### src/rtl/sc_hdlc_rx_deframer.sv
// Slow-control HDLC receive deframer: flag hunt, zero de-stuffing, abort detection, octet assembly.
// Optional FCS check (CRC-16/X.25) is built in when SC_RX_FCS_CHECK_EN is defined.
module sc_hdlc_rx_deframer #(
   parameter int unsigned MAX_BYTES = 64,
   parameter int unsigned CNT_W     = 7
) (
   input  logic       clk,
   input  logic       rst,
   input  logic       din,
   input  logic       ce,
   output logic [7:0] out_data,
   output logic       out_valid,
   output logic       out_sof,
   output logic       out_eof,
   output logic       frame_err,
   output logic       abort,
   output logic       in_frame,
   output logic       fcs_ok
);
   localparam int unsigned ONES_W = 3;
   localparam int unsigned BIT_W  = 3;

   typedef enum logic [1:0] {HUNT, SYNC, FRAME} state_t;

   state_t            state, state_d;
   logic [ONES_W-1:0] ones, ones_d;
   logic [BIT_W-1:0]  bitcnt, bitcnt_d;
   logic [7:0]        shreg, shreg_d;
   logic [7:0]        pend, pend_d;
   logic              pend_vld, pend_vld_d;
   logic              pend_sof, pend_sof_d;
   logic [CNT_W-1:0]  byte_cnt, byte_cnt_d;
   logic [7:0]        out_data_d;
   logic              out_valid_d, out_sof_d, out_eof_d;
   logic              frame_err_d, abort_d, in_frame_d, fcs_ok_d;

   logic              is_stuff_c, is_flag_c, is_abort_c, is_data_c, byte_done_c;
   logic [7:0]        shifted_c;

`ifdef SC_RX_FCS_CHECK_EN
   localparam int unsigned        CRC_W       = 16;
   localparam logic [CRC_W-1:0]   CRC_INIT    = 16'hFFFF;
   localparam logic [CRC_W-1:0]   CRC_POLY    = 16'h8408;
   localparam logic [CRC_W-1:0]   CRC_RESIDUE = 16'hF0B8;

   logic [CRC_W-1:0] crc, crc_d;

   // Reflected CRC-16/X.25, one octet, LSB first
   function automatic logic [CRC_W-1:0] crc_byte(input logic [CRC_W-1:0] c_in,
                                                 input logic [7:0]       b);
      logic [CRC_W-1:0] c;
      c = c_in ^ {8'h00, b};
      for (int i = 0; i < 8; i++) begin
         c = c[0] ? ((c >> 1) ^ CRC_POLY) : (c >> 1);
      end
      return c;
   endfunction
`endif

   // Next-state, datapath and output decode
   always_comb begin
      state_d     = state;
      ones_d      = ones;
      bitcnt_d    = bitcnt;
      shreg_d     = shreg;
      pend_d      = pend;
      pend_vld_d  = pend_vld;
      pend_sof_d  = pend_sof;
      byte_cnt_d  = byte_cnt;
      out_data_d  = out_data;
      out_valid_d = 1'b0;
      out_sof_d   = 1'b0;
      out_eof_d   = 1'b0;
      frame_err_d = 1'b0;
      abort_d     = 1'b0;
      fcs_ok_d    = 1'b0;
`ifdef SC_RX_FCS_CHECK_EN
      crc_d       = crc;
`endif

      shifted_c   = {din, shreg[7:1]};
      is_stuff_c  = ce && !din && (ones == 3'd5);
      is_flag_c   = ce && !din && (ones == 3'd6);
      is_abort_c  = ce && din && (ones >= 3'd6);
      is_data_c   = ce && !is_stuff_c && !is_flag_c && !is_abort_c;
      byte_done_c = is_data_c && (bitcnt == 3'd7);

      if (ce) begin
         ones_d = din ? ((ones == 3'd7) ? ones : ones + 3'd1) : '0;
      end

      if (is_data_c && (state != HUNT)) begin
         shreg_d  = shifted_c;
         bitcnt_d = bitcnt + 3'd1;
      end

`ifdef SC_RX_FCS_CHECK_EN
      if (is_flag_c) begin
         crc_d = CRC_INIT;
      end else if (byte_done_c && (state != HUNT)) begin
         crc_d = crc_byte(crc, shifted_c);
      end
`endif

      unique case (state)
         HUNT: begin
            if (is_flag_c) begin
               state_d  = SYNC;
               bitcnt_d = '0;
            end
         end
         SYNC: begin
            if (is_abort_c) begin
               state_d  = HUNT;
               bitcnt_d = '0;
            end else if (is_flag_c) begin
               bitcnt_d = '0;
            end else if (byte_done_c) begin
               pend_d     = shifted_c;
               pend_vld_d = 1'b1;
               pend_sof_d = 1'b1;
               byte_cnt_d = CNT_W'(1);
               state_d    = FRAME;
            end
         end
         FRAME: begin
            if (is_abort_c) begin
               abort_d    = 1'b1;
               pend_vld_d = 1'b0;
               state_d    = HUNT;
               bitcnt_d   = '0;
            end else if (is_flag_c) begin
               // Only an octet-aligned flag closes the frame cleanly
               if (bitcnt == 3'd7) begin
                  out_valid_d = pend_vld;
                  out_data_d  = pend;
                  out_sof_d   = pend_vld && pend_sof;
                  out_eof_d   = pend_vld;
`ifdef SC_RX_FCS_CHECK_EN
                  fcs_ok_d    = pend_vld && (crc == CRC_RESIDUE) && (byte_cnt >= CNT_W'(3));
`endif
               end else begin
                  frame_err_d = 1'b1;
               end
               pend_vld_d = 1'b0;
               state_d    = SYNC;
               bitcnt_d   = '0;
            end else if (byte_done_c) begin
               if (byte_cnt == CNT_W'(MAX_BYTES)) begin
                  frame_err_d = 1'b1;
                  pend_vld_d  = 1'b0;
                  state_d     = HUNT;
                  bitcnt_d    = '0;
               end else begin
                  out_valid_d = pend_vld;
                  out_data_d  = pend;
                  out_sof_d   = pend_vld && pend_sof;
                  pend_d      = shifted_c;
                  pend_sof_d  = 1'b0;
                  byte_cnt_d  = byte_cnt + CNT_W'(1);
               end
            end
         end
         default: begin
            state_d  = HUNT;
            bitcnt_d = '0;
         end
      endcase

      in_frame_d = (state_d == FRAME);
   end

   // State and registered outputs
   always_ff @(posedge clk) begin
      if (rst) begin
         state     <= HUNT;
         ones      <= '0;
         bitcnt    <= '0;
         shreg     <= '0;
         pend      <= '0;
         pend_vld  <= 1'b0;
         pend_sof  <= 1'b0;
         byte_cnt  <= '0;
         out_data  <= '0;
         out_valid <= 1'b0;
         out_sof   <= 1'b0;
         out_eof   <= 1'b0;
         frame_err <= 1'b0;
         abort     <= 1'b0;
         in_frame  <= 1'b0;
         fcs_ok    <= 1'b0;
`ifdef SC_RX_FCS_CHECK_EN
         crc       <= CRC_INIT;
`endif
      end else begin
         state     <= state_d;
         ones      <= ones_d;
         bitcnt    <= bitcnt_d;
         shreg     <= shreg_d;
         pend      <= pend_d;
         pend_vld  <= pend_vld_d;
         pend_sof  <= pend_sof_d;
         byte_cnt  <= byte_cnt_d;
         out_data  <= out_data_d;
         out_valid <= out_valid_d;
         out_sof   <= out_sof_d;
         out_eof   <= out_eof_d;
         frame_err <= frame_err_d;
         abort     <= abort_d;
         in_frame  <= in_frame_d;
         fcs_ok    <= fcs_ok_d;
`ifdef SC_RX_FCS_CHECK_EN
         crc       <= crc_d;
`endif
      end
   end

endmodule

### config.mk
export PLATFORM = sky130hd
export DESIGN_NAME = sc_hdlc_rx_deframer
export DESIGN_NICKNAME = d
export VERILOG_FILES = /design/src/rtl/sc_hdlc_rx_deframer.sv
export SDC_FILE = /design/constraint.sdc
export NUM_CORES = 1
export LEC_CHECK = 0
export CAP_MARGIN = 10
export CORE_MARGIN = 2
export CORE_UTILIZATION = 60
export CTS_BUF_LIST = sky130_fd_sc_hd__clkbuf_2 sky130_fd_sc_hd__clkbuf_4 sky130_fd_sc_hd__clkbuf_8
export DETAILED_ROUTE_END_ITERATION = 8
export PLACE_DENSITY = 0.82
export SYNTH_ARGS = -nofsm -noshare
export SYNTH_HDL_FRONTEND = slang
export SYNTH_SLANG_ARGS = --single-unit
### constraint.sdc
create_clock -name clk -period 4.85 [get_ports clk]
set_clock_uncertainty 0.15 [all_clocks]
set_input_delay 1.455 -clock clk [delete_from_list [all_inputs] [get_ports clk]]
set_output_delay 1.455 -clock clk [all_outputs]
set_load 0.02 [all_outputs]
==> metrics.txt <==
Critical Path Sink Type=flip-flop; Nets=262; post_cts resized=0; Via density=5.635; first-pass GRT wire length=6934 um; Initial Util=0.6375; Worst Max-Slew Pin Slew=616.9 ps; Max VDD drop=0.1530 mV; Cells after Synth=232; hold_buf cts=0; P&R area growth vs syn=10.71%; Worst R2R Path Depth=7; total power=0.5834 mW; die width=64.01 um; most frequent cells in the layout=dfxtp_1, nor2_1, mux2i_1; Max Slew Vio Count=0; final wirelength=3961 um; final worst-path cycle share=0.7089; Worst Setup SP=ce; Root Buffer=clkbuf_4; Yosys warning count=0; most common cell after layout, fill and taps aside=dfxtp_1; HPWL after DPL=2842 um; # setup viols final=0; GRT Total Usage=0.2154; First DRT Iteration DRCs=105; flops & latches, synth=46; startpoint types=input port; Ant. Diodes=0; setup tns final=0 ps; R2R setup slack=2500 ps; post-synthesis average cell area=9.314 sq um; RSZ-0062 raised after global routing=false; reg-to-reg critical path endpoint=byte_cnt[6]$_SDFFE_PP0P_; Max Freq=0.2909 GHz; CTS tree=done; first drt pass iteration count=4; Place WS=1054 ps; I/O pins=19; I/O Buffers=17; final setup margin=1412 ps; largest net degree at the start of global routing=36; Hold WC Path Type=flip-flop to flip-flop; total gr overflow=0; Die ar.=4097 sq um; Final ANT Viol Nets=0; number of enable flip-flop cells after synthesis=0; initial antenna violation count=0; Worst-Skew Late Latency=350 ps; filler instances=286; worst flop-to-flop path startpoint=bitcnt[0]$_SDFF_PP0_; CP max FO=14; Leakage Power=1.015 nW; row cnt=21; Max Cap Viol=0; Final Core Density=0.7058; post-synth top area share=0.4262; vias in the first global route=1487; arrival time worst endpoint=3580 ps; height of the die=64.01 um; Via Count=1651; Worst Path Required=4990 ps; core area=3390 sq um; cell area after synthesis=2161 sq um; Longest Clk Path Bufs=2; # Post-CTS Setup Buffers=0; critical path type=input port to flip-flop; CTS buffer count=5; CTS Sinks=46; Synth Net Count=248; relative slew slack=0.5875; Period minus WS final=3438 ps; Yosys top cell by area=dfxtp_1; gpl congestion=0.8084; synth unique cells=53; routed len/inst=13.52 um; DRC Markers=0; Post-synth ARST share=0; crit path to=byte_cnt[6]$_SDFFE_PP0P_; sequential area share after synthesis=0.4262; share of cells above drive strength 1=0.08502; H-tree levels=2; Final Hold Vio Count=0; top_reg_cell synth=dfxtp_1; Power Density=243.9 nW/um^2; top cells by area, synth=dfxtp_1, mux2i_1, ha_1; outcome=completed; clk slew on worst S/H paths=130 ps
## kinds of logic after synthesis
logic type,count (synthesis),share of synthesized area
adder cells (fa/ha/maj),12,0.06948
XOR/XNOR,4,0.01622
buffers and inverters,19,0.04284
AO/OA/AOI/OAI,50,0.1569
AND/OR/NAND/NOR,82,0.2032
multiplexers,18,0.08338
flip-flops,46,0.4262
other,1,0.001735
## Yosys cell counts (2+ instances only)
master,instances
mux2i_1,18
and2_1,3
a31oi_1,3
o21ai_1,2
nand3_1,13
or4_1,2
buf_4,3
nand2_1,8
a21oi_1,14
clkbuf_1,4
dfxtp_1,46
ha_1,12
a2bb2oi_1,2
inv_1,8
nand4_1,2
nor3_1,8
nor3b_1,2
xnor2_1,3
o31ai_1,2
nor2_1,29
nand2b_1,3
o21ai_0,14
## critical path: stages
cell and delay [ps]:
clkdlybuf4s50_1 740, and2_1 240, a31o_4 220, nand3b_4 220
or4_1 560, a21oi_1 150
## metal layers
layer | GRT usage | up-vias | share of wire
li1 | - | 848 | -
met5 | 0 | - | 0
met2 | 0.3151 | 34 | 0.45
met3 | 0.05458 | 2 | 0.043
met4 | 0.08967 | 0 | 0.0083
met1 | 0.3012 | 767 | 0.50
## area by class of cell
cell class / instances / area [sq um] / share of cell area
Clock buffer: 6 / 45.04 / 0.01883
Clock inverter: 2 / 13.76 / 0.005753
Inverter: 8 / 30.03 / 0.01255
Sequential cell: 46 / 920.9 / 0.3849
Multi-Input combinational cell: 167 / 1147 / 0.4796
Tap cell: 46 / 57.56 / 0.02406
Timing Repair Buffer: 18 / 177.7 / 0.07427
## report_power, final
group | leakage, nW | switching, mW | internal (mW) | total [mW]
Clock | 0.0356 | 0.120 | 0.0627 | 0.183
Combinational | 0.609 | 0.0140 | 0.00693 | 0.0209
Sequential | 0.370 | 0.00115 | 0.378 | 0.380
Total | 1.01 | 0.135 | 0.448 | 0.583
## worst min path at each step
stage | cells past startpoint | endpoint | startpoint
floorplan | 1 | out_sof$_SDFF_PP0_ | pend_sof$_SDFFE_PP0P_
global placement | 2 | pend_sof$_SDFFE_PP0P_ | pend_sof$_SDFFE_PP0P_
detailed placement | 2 | pend_sof$_SDFFE_PP0P_ | pend_sof$_SDFFE_PP0P_
CTS | 2 | pend_sof$_SDFFE_PP0P_ | pend_sof$_SDFFE_PP0P_
global route | 2 | pend_sof$_SDFFE_PP0P_ | pend_sof$_SDFFE_PP0P_
finish | 2 | pend_sof$_SDFFE_PP0P_ | pend_sof$_SDFFE_PP0P_
## per-stage QoR
stage	std cells	hold WS [ps]	area (sq um)
2_1_floorplan	232	279.6	2161
3_3_place_gp	285	291.7	2333
3_5_place_dp	285	302.5	2333
4_1_cts	293	320.5	2392
5_1_grt	293	337.7	2392
6_report	293	320.1	2392
## flip-flops by register name, indices dropped and copies added, names as in the netlist
name	count
out_data	8
pend	8
byte_cnt	7
shreg	7
bitcnt	3
ones	3
state	2
abort	1
frame_err	1
in_frame	1
out_eof	1
out_sof	1
out_valid	1
pend_sof	1
pend_vld	1
No activity file was read; power rests on OpenSTA's default activity.
